===== config.mk =====
export PLATFORM = sky130hd
export DESIGN_NAME = priority_resolver
export DESIGN_NICKNAME = d
export VERILOG_FILES = /design/src/rtl/priority_resolver.sv
export SDC_FILE = /design/constraint.sdc
export NUM_CORES = 1
export LEC_CHECK = 0
export CORE_MARGIN = 1.5
export CORE_UTILIZATION = 59
export DETAILED_ROUTE_END_ITERATION = 6
export PLACE_DENSITY_LB_ADDON = 0.08
export SLEW_MARGIN = 20
export SYNTH_ARGS = -nofsm -noshare
export SYNTH_HDL_FRONTEND = slang
export SYNTH_SLANG_ARGS = --single-unit

===== constraint.sdc =====
create_clock -name clk -period 10.4 [get_ports clk]
set_input_delay 2.08 -clock clk [delete_from_list [all_inputs] [get_ports clk]]
set_output_delay 2.08 -clock clk [all_outputs]
set_load 0.005 [all_outputs]

===== src/rtl/priority_resolver.sv =====
// 8259A-style priority resolver: keeps the ISR and rotating priority, raises INT,
// runs the INTA acknowledge sequence and handles EOI, auto-EOI and rotation.
module priority_resolver #(
  parameter int INTA_CYCLES = 2
) (
  input  logic       clk,
  input  logic       reset_n,
  input  logic [7:0] irq,
  input  logic       intaPulse,
  input  logic       eoiNonSpecific,
  input  logic       eoiSpecific,
  input  logic [2:0] eoiLevel,
  input  logic       rotateOnEoi,
  input  logic       setPriority,
  input  logic       autoEoi,
  input  logic [4:0] vectorBase,
  output logic       intOut,
  output logic [7:0] vectorOut,
  output logic       vectorValid,
  output logic [7:0] isr,
  output logic [7:0] irrClear
);

  typedef enum logic {IDLE, WAIT2} state_t;

  localparam bit SinglePulse = (INTA_CYCLES == 1);

  state_t     state, nextState;
  logic [2:0] lowestPri, nextLowest;
  logic [2:0] winnerReg;
  logic       spuriousReg;
  logic [7:0] isrAfterEoi, isrNext;
  logic [3:0] eoiTop, isrTopAfter, reqTop;
  logic       qualify, firstPulse, vectorStep, intNext;
  logic [2:0] winnerNow, stepWinner;
  logic       spuriousNow, stepSpurious;

  // Returns {found, level} of the highest-priority set bit; rank 0 sits just above lowestPri.
  function automatic logic [3:0] topOf(input logic [7:0] vec, input logic [2:0] lp);
    logic [2:0] lvl;
    topOf = 4'b0;
    for (int r = 7; r >= 0; r--) begin
      lvl = lp + 3'(r) + 3'd1;
      if (vec[lvl]) topOf = {1'b1, lvl};
    end
  endfunction

  function automatic logic [2:0] rankOf(input logic [2:0] level, input logic [2:0] lp);
    rankOf = level - lp - 3'd1;
  endfunction

  always_comb begin
    isrAfterEoi = isr;
    nextLowest  = lowestPri;
    eoiTop      = topOf(isr, lowestPri);
    if (eoiNonSpecific && eoiTop[3]) begin
      isrAfterEoi[eoiTop[2:0]] = 1'b0;
      if (rotateOnEoi) nextLowest = eoiTop[2:0];
    end
    if (eoiSpecific) begin
      isrAfterEoi[eoiLevel] = 1'b0;
      if (rotateOnEoi) nextLowest = eoiLevel;
    end

    // Winner selection sees the ISR after this cycle's EOI, so an EOI can unblock a same-cycle ack.
    isrTopAfter = topOf(isrAfterEoi, lowestPri);
    reqTop      = topOf(irq, lowestPri);
    qualify     = reqTop[3] && (!isrTopAfter[3] ||
                  (rankOf(reqTop[2:0], lowestPri) < rankOf(isrTopAfter[2:0], lowestPri)));

    firstPulse   = intaPulse && (state == IDLE);
    winnerNow    = qualify ? reqTop[2:0] : 3'd7;
    spuriousNow  = !qualify;
    vectorStep   = intaPulse && ((state == WAIT2) || SinglePulse);
    stepWinner   = (state == WAIT2) ? winnerReg : winnerNow;
    stepSpurious = (state == WAIT2) ? spuriousReg : spuriousNow;

    isrNext = isrAfterEoi;
    if (vectorStep && autoEoi && !stepSpurious) begin
      isrNext[stepWinner] = 1'b0;
      if (rotateOnEoi) nextLowest = stepWinner;
    end
    if (firstPulse && !spuriousNow && !(SinglePulse && autoEoi)) isrNext[winnerNow] = 1'b1;
    if (setPriority) nextLowest = eoiLevel;

    nextState = state;
    case (state)
      IDLE:    if (firstPulse && !SinglePulse) nextState = WAIT2;
      WAIT2:   if (intaPulse) nextState = IDLE;
      default: nextState = IDLE;
    endcase

    intNext = (nextState == IDLE) && !intaPulse && qualify;
  end

  always_ff @(posedge clk or negedge reset_n) begin
    if (!reset_n) begin
      state       <= IDLE;
      lowestPri   <= 3'd7;
      winnerReg   <= 3'd7;
      spuriousReg <= 1'b0;
      isr         <= 8'h00;
      intOut      <= 1'b0;
      vectorOut   <= 8'h00;
      vectorValid <= 1'b0;
      irrClear    <= 8'h00;
    end else begin
      state       <= nextState;
      lowestPri   <= nextLowest;
      isr         <= isrNext;
      intOut      <= intNext;
      vectorValid <= vectorStep;
      irrClear    <= (firstPulse && !spuriousNow) ? (8'd1 << winnerNow) : 8'h00;
      if (firstPulse) begin
        winnerReg   <= winnerNow;
        spuriousReg <= spuriousNow;
      end
      if (vectorStep) vectorOut <= {vectorBase, stepWinner};
    end
  end

endmodule


* After elaboration in Yosys (flattened, before gate mapping)
Index checks and enable logic that the tools add are counted.
** Word-level totals
- Register bits after elaboration :: 34
- Bits of input ports :: 24
- Output and inout bits :: 26
- Word-level logic and storage cells :: 170
** Cells by class
- Order comparisons :: 17
- Reductions and logical operators :: 18
- $add $sub $neg :: 18
- Bitwise operators :: 9
- Shift-type cells :: 1
- Muxes and demuxes :: 98
** Operators by type and width (number)
- 2-to-1 mux 4 bit :: 24
- binary-select mux 1 bit (select 3 bit) :: 24
- < comparator 3 x 4 -> 1 bit, second input constant :: 12
- 2-to-1 mux 8 bit :: 5
- 2-to-1 mux 1 bit :: 31
- 2-to-1 mux 3 bit :: 9
- adder 3 x 1 -> 3 bit, second input constant :: 8
- bitwise AND 8 bit :: 3
- NOT 8 bit :: 3
- logical AND 1 bit :: 13
- adder 3 bit, second input constant :: 4
- demux 1 bit (select 3 bit) :: 4
- >= comparator 3 x 1 -> 1 bit, second input constant :: 4
- OR 8 bit :: 1
- left shift 1 x 3 -> 8 bit, first input constant :: 1
- adder 3 x 2 -> 3 bit, second input constant :: 2
- subtractor 3 x 1 -> 3 bit, second input constant :: 2
- subtractor 3 bit :: 2
- zero test 1 bit :: 4
- < comparator 3 bit :: 1
- NOT 1 bit :: 2
- case mux 1 bit (2 select lines) :: 1
- logical OR 1 bit :: 1

* Longest topological paths before layout
Gate-level depths: netlist (run 1).
- Word-level depth :: 47
- Gate-level depth with buffers :: 33
- Depth with buffers taken out :: 28

* Worst setup path before layout (run 1)
No wires, ideal clock.
- Path type :: reg-to-reg
- Start :: register lowestPri[0]
- End :: register isr[0]
- Data arrival time :: 7291 ps
- Buffers on the path :: 4
- Stages on the path, launching flop included :: 32
- Setup slack :: 2991 ps
- Required time :: 10282 ps
- Library setup time :: 118 ps
- Clock period less this slack :: 7409 ps
- Path through :: dfstp_2 > buf_6 > buf_2 > inv_1 > clkbuf_1 > ha_1 > buf_2 > mux4_2 > mux2_2 > or4_1 > a31oi_1 > o2bb2ai_2 > o211ai_4 > a221o_1 > mux2_2 > or4_4 > and4_1 > mux2i_1 > o211ai_1 > ha_1 > fa_1 > xor2_1 > xnor2_1 > ha_1 > a21oi_1 > nand2_1 > o21ai_0 > nand3_1 > nor2b_1 > a21oi_1 > a21o_1 > a21o_1
** On the way
- Word-level cells in the longest chain between the ends :: 47
- Elaborated cells on any way between the ends :: 127
- Those cells by class :: add/sub (18); order compare (7); mux (85); bitwise (6); reduce/logical (11)
** RTL lines
- from (decl) :: line 29 : logic [2:0] lowestPri, nextLowest;
- from (signal assigned) :: line 109 : lowestPri <= nextLowest;
- adder 3 bit :: line 43 : lvl = lp + 3'(r) + 3'd1;
- adder 3 x 1 -> 3 bit :: line 43
- binary-select mux 1 bit (select 3 bit) :: line 44 : if (vec[lvl]) topOf = {1'b1, lvl};
- 2-to-1 mux 1 bit (implied by the code) :: line 44
- 2-to-1 mux 4 bit (8 in a row) :: line 44
- < comparator 3 x 4 -> 1 bit (implied by the code) or >= comparator 3 x 1 -> 1 bit (tied branches) :: line 57 : isrAfterEoi[eoiTop[2:0]] = 1'b0;
- logical AND 1 bit (implied by the code) :: line 57
- 2-to-1 mux 1 bit (implied by the code) :: line 57
- (+25 left out)
- 2-to-1 mux 1 bit (implied by the code) :: line 80 : isrNext[stepWinner] = 1'b0;
- demux 1 bit (select 3 bit) :: line 80
- NOT 8 bit (no line)
- bitwise AND 8 bit (no line)
- 2-to-1 mux 8 bit :: line 79 : if (vectorStep && autoEoi && !stepSpurious) begin
- OR 8 bit (no line)
- 2-to-1 mux 8 bit (*) :: line 83 : if (firstPulse && !spuriousNow && !(SinglePulse && autoEoi)) isrNext[winnerNow] = 1'b1;
- net isrNext[0] :: line 32 : logic [7:0] isrAfterEoi, isrNext;
- to (signal assigned) :: line 110 : isr <= isrNext;
- to (decl) :: line 20 : output logic [7:0] isr,
Mark *: on every way through the listed nets, which the timed path passes. The rest lies on a longest branch. The select of a mux whose other input is x is not followed.
A chain may end at the register's enable or synchronous reset.

* Worst setup path after layout (run 1)
- Start :: register lowestPri[0]
- End :: register isr[7]
Same word-level chain as after synthesis.

==> impl_metrics.csv, run 1 <==
group,metric,value,unit
yosys,syn-cell-area,4840,um^2
finish,finish.cell_count_without_fillers,703,
global_routing,grt_pass1_wl,23.3,mm
critical_path,setup.worst_path.end_class,"flip-flop",
die,die_width,93.6,um
die,row_count,32,
finish,layout-drive-gt1-share,0.140,
drt,antenna_left,0,
critical_path,setup.worst_path.start_class,"flip-flop",
finish,syn_to_final_growth,12.0,%
clock_tree,worst_setup_hold_path_clk_slew,70,ps
clock_tree,hold_buffers,0,
drt,remaining_drc_errors,0,
die,fp.coreArea,7850,um^2
critical_path,timing.critical_path.required,10550,ps
global_routing,grt_antenna_before_repair,0,
critical_path,timing.reg2reg.worst_path_depth,28,
yosys,async_reset_ff_frac,1.00,
timing,clock.fmax,114,MHz
yosys,yosys_warns,0,
timing,finalSetupViolCount,0,
global_routing,global_route.usage.total,0.339,
drt,vias_per_cell,7.11,
finish,finish.utilization,0.691,
hold_path,min_from,"vectorOut[0]",
global_routing,grt.busiest_layer,"met2",
yosys,avgSynthCellArea,8.37,um^2
clock_tree,root_buffer,"sky130_fd_sc_hd__clkbuf_8",
critical_path,worstReg2RegStart,"lowestPri[0]",
finish,most-common-layout-cells,"49 x sky130_fd_sc_hd__nor2_1, 49 x sky130_fd_sc_hd__clkdlybuf4s50_1, 45 x sky130_fd_sc_hd__nand2_1, 36 x sky130_fd_sc_hd__a21oi_1, 35 x sky130_fd_sc_hd__o21ai_0",
outcome,status,"completed",
critical_path,rrSetupSlack,1640,ps
global_routing,grt_start_max_net_pins,70,
timing,fin_hold_ws,492,ps
clock_tree,post_cts.repair.setup_buffers,0,
critical_path,crit_arrival,8910,ps
timing,worst_pin_slew,1080,ps
die,die-height,93.6,um
yosys,synth_top_family_by_area,"compound AO/OA/AOI/OAI gates",
clock_tree,htree_num_levels,2,
global_routing,via_count_of_the_first_global_routing_pass,4653,
yosys,synth-adder-area-share,0.0341,
placed_design,place.detailed.instances,695,
finish,seq_area,858,um^2
critical_path,crit_start,"lowestPri[0]",
clock_tree,cts-buffers-inserted,5,
drt,via_count,4997,
global_routing,groute.layer.met3.usage,0.0512,
placed_design,io_buffers,49,
yosys,synth.yosys.seq_area_share,0.177,
global_routing,gr-usage-met1,0.436,
clock_tree,clockBufferDepth,2,
timing,period_minus_slack,8760,ps
yosys,synth-simple-area-share,0.189,
drt,drt-pass1-iter-count,6,
yosys,synth_flop_cell,"sky130_fd_sc_hd__dfrtp_1",
finish,fillCellCount,657,
timing,tns,0,ps
placed_design,dp_hpwl,10.4,mm
clock_tree,clock_sink_total,34,
drt,detail_route.wirelength,14.7,mm
finish,antenna-diode-count,0,
die,i_o_pin_total,50,
critical_path,critical_path.reg2reg.endpoint,"isr[7]",
yosys,synth_cell_type_count,82,
placed_design,gp_routability_congestion,1.01,
yosys,ys_ff_latch,34,
finish,nets,636,
yosys,synth_compound_area_frac,0.293,
critical_path,critical_path_peak_fanout,69,
global_routing,globalRoute.totalOverflow,0,
global_routing,met2_use_gr,0.557,
timing,timing.final.hold_violations,0,
drt,drtIter0Drc,836,
yosys,synth_edf_count,0,
yosys,synth.net_count,614,
clock_tree,clock_tree_from_tritoncts,"built",
critical_path,critical-path-slowest-cell,"sky130_fd_sc_hd__xor2_1",
yosys,synthesis.instances,578,
critical_path,worst-setup-path-type,"flip-flop to flip-flop",
die,dieArea,8760,um^2
timing,timing_max_transition_violations_final,0,
hold_path,min_path_type,"flip-flop to flip-flop",
job,max-cap-violations,0,
yosys,yosys.area_share.xor_xnor,0.0264,
finish,multi_input_comb_area,3720,um^2
timing,min_period_over_period,0.842,
critical_path,worst_path_largest_cell_delay,840,ps
clock_tree,clkLatencyLatePin,290,ps
timing,skew,10.1,ps
yosys,synthMuxAreaShare,0.227,
timing,rsz0062_at_grt,"false",
timing,max_slew_headroom,0.278,
die,floorplan.initialDensity,0.617,
critical_path,worstSetupEndpoint,"isr[7]",
drt,routedWlPerCell,20.8,um
clock_tree,postCtsResizedCells,0,
metal layers:
layer / wire (um) / share of wire
met5: 0 / 0
met4: 517 / 0.035
met3: 1500 / 0.10
met2: 6810 / 0.46
met1: 5830 / 0.40
cell usage after synthesis (all sizes together) (4+ instances only):
master / n / area, um^2
a221oi: 6 / 52.6
o21a: 14 / 113
xnor2: 7 / 68.8
nand3: 18 / 103
mux4: 24 / 541
a31oi: 9 / 62.6
o31ai: 4 / 30.0
nor2: 49 / 184
o21ai: 39 / 195
buf: 14 / 78.8
clkbuf: 26 / 98.8
a21oi: 36 / 180
nor2b: 6 / 37.5
ha: 10 / 125
a211oi: 10 / 80.1
a21boi: 6 / 45.0
dfstp: 6 / 158
and2: 8 / 50.1
or2: 6 / 37.5
o2bb2ai: 4 / 41.3
nand2b: 9 / 56.3
mux2: 19 / 214
xor2: 4 / 35.0
dfrtp: 28 / 701
o211ai: 18 / 149
mux2i: 33 / 343
inv: 20 / 75.1
o2111ai: 5 / 43.8
or3: 6 / 37.5
nor3: 14 / 70.1
o22ai: 14 / 87.6
nand2: 45 / 169
a21o: 9 / 67.6
worst max-delay path, delay by kind of cell (launching register included):
family	cells	cell delay [ps]
AOI/OAI and AO/OA	10	1840
muxes	5	1820
adders and majority gates	4	1360
and+or+nand+nor	5	1250
xor gates and xnor gates	3	1150
buffers and inverters	1	640
DFF	1	530
final cells by class:
class,instances,area share
Sequential cell,34,0.158
Tap cell,102,0.0235
Clock buffer,6,0.0152
Timing Repair Buffer,55,0.0988
Clock inverter,2,0.00231
Inverter,21,0.0145
Multi-Input combinational cell,483,0.687
state kept, by name, summed over array words and instances, names as in the netlist, 3 cells and up:
register,count
irrClear,8
isr,8
lowestPri,3
vectorOut,8
winnerReg,3
through the flow:
| stage | cell area [um^2] | setup slack (ps) |
|---|---|---|
| detailed placement | 5330 | 1900 |
| finish | 5420 | 1640 |
| floorplan | 4840 | 2990 |
| CTS | 5420 | 1870 |
| global placement | 5330 | 2050 |
| global route | 5420 | 1050 |
worst min-delay path by stage:
stage,to,cells after the start,slack [ps]
2_1_floorplan,vectorOut[0],1,470
5_1_grt,vectorOut[0],1,500
3_3_place_gp,vectorOut[0],1,470
6_report,vectorOut[0],1,490
3_5_place_dp,vectorOut[0],1,470
4_1_cts,vectorOut[0],1,490
logic make-up (layout without fill, tap and decap cells):
kind of cell,Yosys count,after routing
AOI/OAI and AO/OA,201,201
buffers and inverters,61,84
muxes,76,76
DFF,34,34
and+or+nand+nor,182,182
adders and majority gates,12,12
xor gates and xnor gates,12,12
Power of run 1 is left out: the tool's default activity adds up to more than one toggle a clock period on the data nets, which glitch-free logic cannot reach.
==> run 2: changes to the inputs <==
==> constraint.sdc (replaced) <==
create_clock -name clk -period 8.65 [get_ports clk]
set_input_delay 1.73 -clock clk [delete_from_list [all_inputs] [get_ports clk]]
set_output_delay 1.73 -clock clk [all_outputs]
set_load 0.005 [all_outputs]
==> run 2 against run 1 <==
Worst setup slack worse by 1200 ps. Register-to-register slack worse by 1200 ps. Final cell count increased by 0.85%. Clock skew is 1.1 ps lower. Utilization up 0.57 points. Maximum frequency grew 7.0%. First-iteration DRC count fell by 41%. Final area up 0.83%.
==> impl_metrics.csv, run 2 (synthesis results as in run 1) <==
group,metric,value,unit
outcome,status,"completed",
global_routing,via_count_of_the_first_global_routing_pass,4847,
critical_path,setup.worst_path.end_class,"flip-flop",
drt,antenna_left,0,
drt,remaining_drc_errors,0,
die,row_count,32,
clock_tree,worst_setup_hold_path_clk_slew,70,ps
global_routing,grt_pass1_wl,24.9,mm
global_routing,globalRoute.totalOverflow,0,
clock_tree,cts-buffers-inserted,5,
placed_design,io_buffers,49,
timing,min_period_over_period,0.946,
clock_tree,htree_num_levels,2,
timing,timing_max_transition_violations_final,0,
finish,mostFrequentLayoutCell,"sky130_fd_sc_hd__clkdlybuf4s50_1",
placed_design,gp_routability_congestion,1.01,
finish,finish.utilization,0.696,
timing,timing.final.hold_violations,0,
clock_tree,hold_buffers,0,
timing,max_slew_headroom,0.317,
critical_path,crit_arrival,8330,ps
die,die_width,93.6,um
timing,worst_pin_slew,1020,ps
finish,syn_to_final_growth,12.9,%
clock_tree,clock_sink_total,34,
clock_tree,clockBufferDepth,2,
critical_path,setup.worst_path.start_class,"flip-flop",
hold_path,min_path_type,"flip-flop to flip-flop",
critical_path,worst-setup-path-type,"flip-flop to flip-flop",
die,fp.coreArea,7850,um^2
placed_design,placed_area,5370,um^2
drt,drtIter0Drc,490,
die,dieArea,8760,um^2
drt,via_count,5122,
finish,fillCellCount,641,
die,die-height,93.6,um
drt,routedWlPerCell,21.8,um
drt,detail_route.wirelength,15.5,mm
die,floorplan.initialDensity,0.617,
finish,nets,642,
timing,clock.fmax,122,MHz
finish,most-common-layout-cells,"49 x sky130_fd_sc_hd__clkdlybuf4s50_1, 48 x sky130_fd_sc_hd__nor2_1, 45 x sky130_fd_sc_hd__nand2_1, 36 x sky130_fd_sc_hd__a21oi_1, 35 x sky130_fd_sc_hd__o21ai_0",
finish,finish.cell_count_without_fillers,709,
timing,rsz0062_at_grt,"false",
clock_tree,root_buffer,"sky130_fd_sc_hd__clkbuf_8",
finish,layout-drive-gt1-share,0.148,
timing,skew,8.98,ps
global_routing,grt_antenna_before_repair,0,
placed_design,dp_hpwl,11.0,mm
clock_tree,postCtsResizedCells,0,
timing,period_minus_slack,8190,ps
drt,drt-pass1-iter-count,5,
die,i_o_pin_total,50,
global_routing,grt_start_max_net_pins,69,
global_routing,global_route.usage.total,0.364,
finish,largest_registers,"irrClear (8), isr (8), vectorOut (8)",
job,max-cap-violations,0,
clock_tree,post_cts.repair.setup_buffers,0,
drt,vias_per_cell,7.22,
critical_path,critical_path_peak_fanout,30,
timing,tns,0,ps
finish,layout.cell_area.non_filler,5470,um^2
timing,finalSetupViolCount,0,
critical_path,timing.critical_path.required,8800,ps
placed_design,place.detailed.instances,701,
finish,antenna-diode-count,0,
clock_tree,clkLatencyLatePin,290,ps
clock_tree,clock_tree_from_tritoncts,"built",
run 2: cell count changes in the layout (fill, tap and decap cells not counted):
cell | before | now
sky130_fd_sc_hd__clkbuf_1 | 0 | 2
sky130_fd_sc_hd__clkinvlp_4 | 1 | 0
sky130_fd_sc_hd__clkinv_2 | 1 | 0
sky130_fd_sc_hd__ha_2 | 0 | 1
sky130_fd_sc_hd__buf_4 | 6 | 12
sky130_fd_sc_hd__ha_1 | 10 | 9
sky130_fd_sc_hd__nor2_2 | 0 | 1
sky130_fd_sc_hd__nor2_1 | 49 | 48
run 2: cell type report:
cell class	instances	area, um^2	share of cell area
clock buffer	8	90.1	0.0165
inverter	21	78.8	0.0144
multi-input combinational	483	3730	0.682
sequential	34	858	0.157
tap	102	128	0.0234
timing repair buffer	61	581	0.106
run 2: through the flow:
step / hold slack, ps / setup WS [ps]
2_1_floorplan: 474 / 1240
3_3_place_gp: 465 / 841
3_5_place_dp: 472 / 556
4_1_cts: 482 / 526
5_1_grt: 511 / 31.2
6_report: 477 / 463
run 2: path summary, 6_finish.rpt:
| check | cells after the start | slack (ps) | endpoint | startpoint |
|---|---|---|---|---|
| min | 1 | 480 | vectorOut[0] | vectorOut[0] |
| max | 27 | 460 | isr[6] | lowestPri[1] |
| max in group asynchronous | 2 | 6480 | winnerReg[0] | reset_n |
| max reg2reg | 27 | 460 | isr[6] | lowestPri[1] |
| min in group asynchronous | 2 | 1840 | isr[1] | reset_n |
| min reg2reg | 1 | 480 | vectorOut[0] | vectorOut[0] |
run 2: critical path, cell delays in order, from the launching register on:
cell and delay, ps:
sky130_fd_sc_hd__dfstp_2 540, sky130_fd_sc_hd__buf_4 410, sky130_fd_sc_hd__ha_1 540, sky130_fd_sc_hd__xor2_1 370
sky130_fd_sc_hd__mux4_2 380, sky130_fd_sc_hd__mux2i_1 360, sky130_fd_sc_hd__a31oi_1 170, sky130_fd_sc_hd__o2bb2ai_2 290
sky130_fd_sc_hd__nor4b_2 630, sky130_fd_sc_hd__a21boi_0 250, sky130_fd_sc_hd__mux2i_1 370, sky130_fd_sc_hd__mux2i_1 200
sky130_fd_sc_hd__a21oi_1 360, sky130_fd_sc_hd__inv_1 130, sky130_fd_sc_hd__a2111o_1 360, sky130_fd_sc_hd__o211ai_1 220
sky130_fd_sc_hd__fa_1 450, sky130_fd_sc_hd__inv_1 80, sky130_fd_sc_hd__ha_1 220, sky130_fd_sc_hd__a21o_1 150
sky130_fd_sc_hd__a21oi_1 440, sky130_fd_sc_hd__nand2_1 190, sky130_fd_sc_hd__o21ai_0 160, sky130_fd_sc_hd__nand3_1 150
sky130_fd_sc_hd__nor2b_1 150, sky130_fd_sc_hd__a21oi_1 90, sky130_fd_sc_hd__nor3b_1 270, sky130_fd_sc_hd__o22ai_1 110
run 2: layer usage:
| metal | up-vias | global-route usage | wire [um] |
|---|---|---|---|
| met1 | 2434 | 0.471 | 6150 |
| met3 | 63 | 0.0545 | 1430 |
| met5 | - | 0 | 0 |
| met2 | 335 | 0.592 | 7190 |
| li1 | 2290 | - | - |
| met4 | 0 | 0.179 | 712 |
Power of run 2 is left out for the same reason.
==> run 3: changes to the inputs <==
--- a/config.mk
+++ b/config.mk
@@ -9,6 +9,7 @@
 export CORE_UTILIZATION = 59
 export DETAILED_ROUTE_END_ITERATION = 6
 export PLACE_DENSITY_LB_ADDON = 0.08
+export SETUP_SLACK_MARGIN = 0.4
 export SLEW_MARGIN = 20
 export SYNTH_ARGS = -nofsm -noshare
 export SYNTH_HDL_FRONTEND = slang
==> run 3 against run 2 <==
The run now ends with design-rule violations left. Count of clock-buffer cells in the layout is the same. Final cell count is the same. Wire length grew 0.39%. Sequential cell count is the same. First-iteration DRC count shrank 5.5%. Critical path depth did not move. Final area grew 0.46%. Utilization rose by 0.32 points. Worst setup slack better by 310 ps. Sequential share of layout area down 0.072 points. Global-route usage stayed put.
==> impl_metrics.csv, run 3 (synthesis results as in run 1) <==
group,metric,value,unit
outcome,status,"finished, violations left",
outcome,violations,"design-rule violations",
critical_path,timing.reg2reg.worst_path_depth,27,
clock_tree,cts-buffers-inserted,5,
drt,remaining_drc_errors,8,
die,fp.coreArea,7850,um^2
critical_path,worstReg2RegStart,"lowestPri[1]",
finish,layout-drive-gt1-share,0.152,
hold_path,min_from,"vectorOut[0]",
clock_tree,worst_setup_hold_path_clk_slew,70,ps
timing,max_slew_headroom,0.304,
global_routing,grt_antenna_before_repair,0,
timing,clock.fmax,127,MHz
clock_tree,hold_buffers,0,
drt,drt-pass1-iter-count,7,
hold_path,hold_path_depth,1,
finish,most-common-layout-cells,"49 x sky130_fd_sc_hd__clkdlybuf4s50_1, 48 x sky130_fd_sc_hd__nor2_1, 45 x sky130_fd_sc_hd__nand2_1, 35 x sky130_fd_sc_hd__o21ai_0, 35 x sky130_fd_sc_hd__a21oi_1",
clock_tree,clock_sink_total,34,
critical_path,critical_path_peak_fanout,30,
timing,skew,8.11,ps
clock_tree,clockBufferDepth,2,
placed_design,gp_routability_congestion,1.01,
finish,seq_area,858,um^2
timing,timing_max_transition_violations_final,0,
global_routing,via_count_of_the_first_global_routing_pass,4847,
finish,multi_input_comb_area,3750,um^2
global_routing,global_route.usage.total,0.364,
hold_path,min_delay_worst_endpoint,"vectorOut[0]",
global_routing,grt_start_max_net_pins,69,
die,dieArea,8760,um^2
job,max-cap-violations,0,
global_routing,globalRoute.totalOverflow,0,
finish,largest_registers,"irrClear (8), isr (8), vectorOut (8)",
placed_design,io_buffers,49,
clock_tree,clock_tree_from_tritoncts,"built",
timing,min_period_over_period,0.910,
finish,nets,642,
drt,detail_route.wirelength,15.5,mm
die,die-height,93.6,um
finish,mostFrequentLayoutCell,"sky130_fd_sc_hd__clkdlybuf4s50_1",
die,i_o_pin_total,50,
clock_tree,htree_num_levels,2,
drt,routedWlPerCell,21.9,um
hold_path,min_path_type,"flip-flop to flip-flop",
drt,vias_per_cell,7.23,
drt,via_count,5129,
critical_path,setup.worst_path.end_class,"flip-flop",
drt,antenna_left,0,
timing,fin_hold_ws,478,ps
finish,antenna-diode-count,0,
timing,period_minus_slack,7870,ps
timing,tns,0,ps
timing,finalSetupViolCount,0,
clock_tree,root_buffer,"sky130_fd_sc_hd__clkbuf_8",
die,row_count,32,
critical_path,setup.worst_path.start_class,"flip-flop",
critical_path,rrSetupSlack,780,ps
critical_path,crit_arrival,8040,ps
global_routing,grt_pass1_wl,24.9,mm
placed_design,dp_hpwl,11.0,mm
finish,syn_to_final_growth,13.4,%
critical_path,timing.critical_path.required,8820,ps
timing,worst_pin_slew,1040,ps
finish,fillCellCount,639,
clock_tree,clkLatencyLatePin,290,ps
critical_path,critical_path.reg2reg.endpoint,"isr[7]",
timing,rsz0062_at_grt,"false",
drt,drtIter0Drc,463,
timing,timing.final.hold_violations,0,
die,floorplan.initialDensity,0.617,
die,die_width,93.6,um
critical_path,worst-setup-path-type,"flip-flop to flip-flop",
-- run 3: critical path, stage by stage (launching register included) --
cell	delay, ps
sky130_fd_sc_hd__dfstp_2	540
sky130_fd_sc_hd__buf_4	400
sky130_fd_sc_hd__ha_2	440
sky130_fd_sc_hd__xor3_1	470
sky130_fd_sc_hd__mux2i_4	350
sky130_fd_sc_hd__o21ai_1	190
sky130_fd_sc_hd__a32o_1	290
sky130_fd_sc_hd__a21oi_1	330
sky130_fd_sc_hd__nand2_1	330
sky130_fd_sc_hd__o21a_1	330
sky130_fd_sc_hd__mux4_2	510
sky130_fd_sc_hd__and2_1	210
sky130_fd_sc_hd__a21oi_1	290
sky130_fd_sc_hd__inv_1	130
sky130_fd_sc_hd__a2111o_1	360
sky130_fd_sc_hd__o211ai_1	220
sky130_fd_sc_hd__fa_1	450
sky130_fd_sc_hd__inv_1	70
sky130_fd_sc_hd__ha_1	220
sky130_fd_sc_hd__a21o_1	170
sky130_fd_sc_hd__a21oi_2	290
sky130_fd_sc_hd__nand2_1	160
sky130_fd_sc_hd__o21ai_0	150
sky130_fd_sc_hd__nand3_1	150
sky130_fd_sc_hd__nor2_1	150
sky130_fd_sc_hd__a21oi_1	90
sky130_fd_sc_hd__nor3b_1	300
sky130_fd_sc_hd__o22ai_1	130
-- run 3: layout make-up --
cell class	count	share of cell area
clock buffers	8	0.0164
inverters	21	0.0144
multi-input cells	483	0.684
flip-flops and latches	34	0.156
well taps	102	0.0232
repair buffers	61	0.106
-- run 3: metal layers --
layer | part of all wire | wire length, um | up-vias | global-route usage
met1 | 0.39 | 6140 | 2426 | 0.471
met3 | 0.099 | 1540 | 61 | 0.0545
met5 | 0 | 0 | - | 0
met4 | 0.044 | 682 | 0 | 0.179
li1 | - | - | 2282 | -
met2 | 0.46 | 7190 | 360 | 0.592
-- run 3: how the worst max path moves through the flow --
stage | cells past startpoint | slack (ps) | start | to
2_1_floorplan | 31 | 1240 | lowestPri[0] | isr[0]
3_3_place_gp | 28 | 840 | lowestPri[1] | isr[7]
3_5_place_dp | 28 | 560 | lowestPri[1] | isr[6]
4_1_cts | 28 | 530 | lowestPri[1] | isr[6]
5_1_grt | 27 | 400 | lowestPri[1] | isr[6]
6_report | 27 | 780 | lowestPri[1] | isr[7]
-- run 3: repair_timing --
item	4_1_cts	5_1_grt
buffers inserted	0	0
endpoints found under the setup margin	0	12
gates resized for setup	0	6
-- run 3: stage by stage --
step	std cells	util	setup slack, ps	cell area [um^2]
after floorplan	578	-	1240	4840
after global placement	701	0.684	841	5370
after detailed placement	701	0.684	556	5370
after CTS	709	0.696	526	5460
after global routing	709	0.700	401	5490
final	709	0.700	778	5490
Power of run 3 is left out for the same reason.
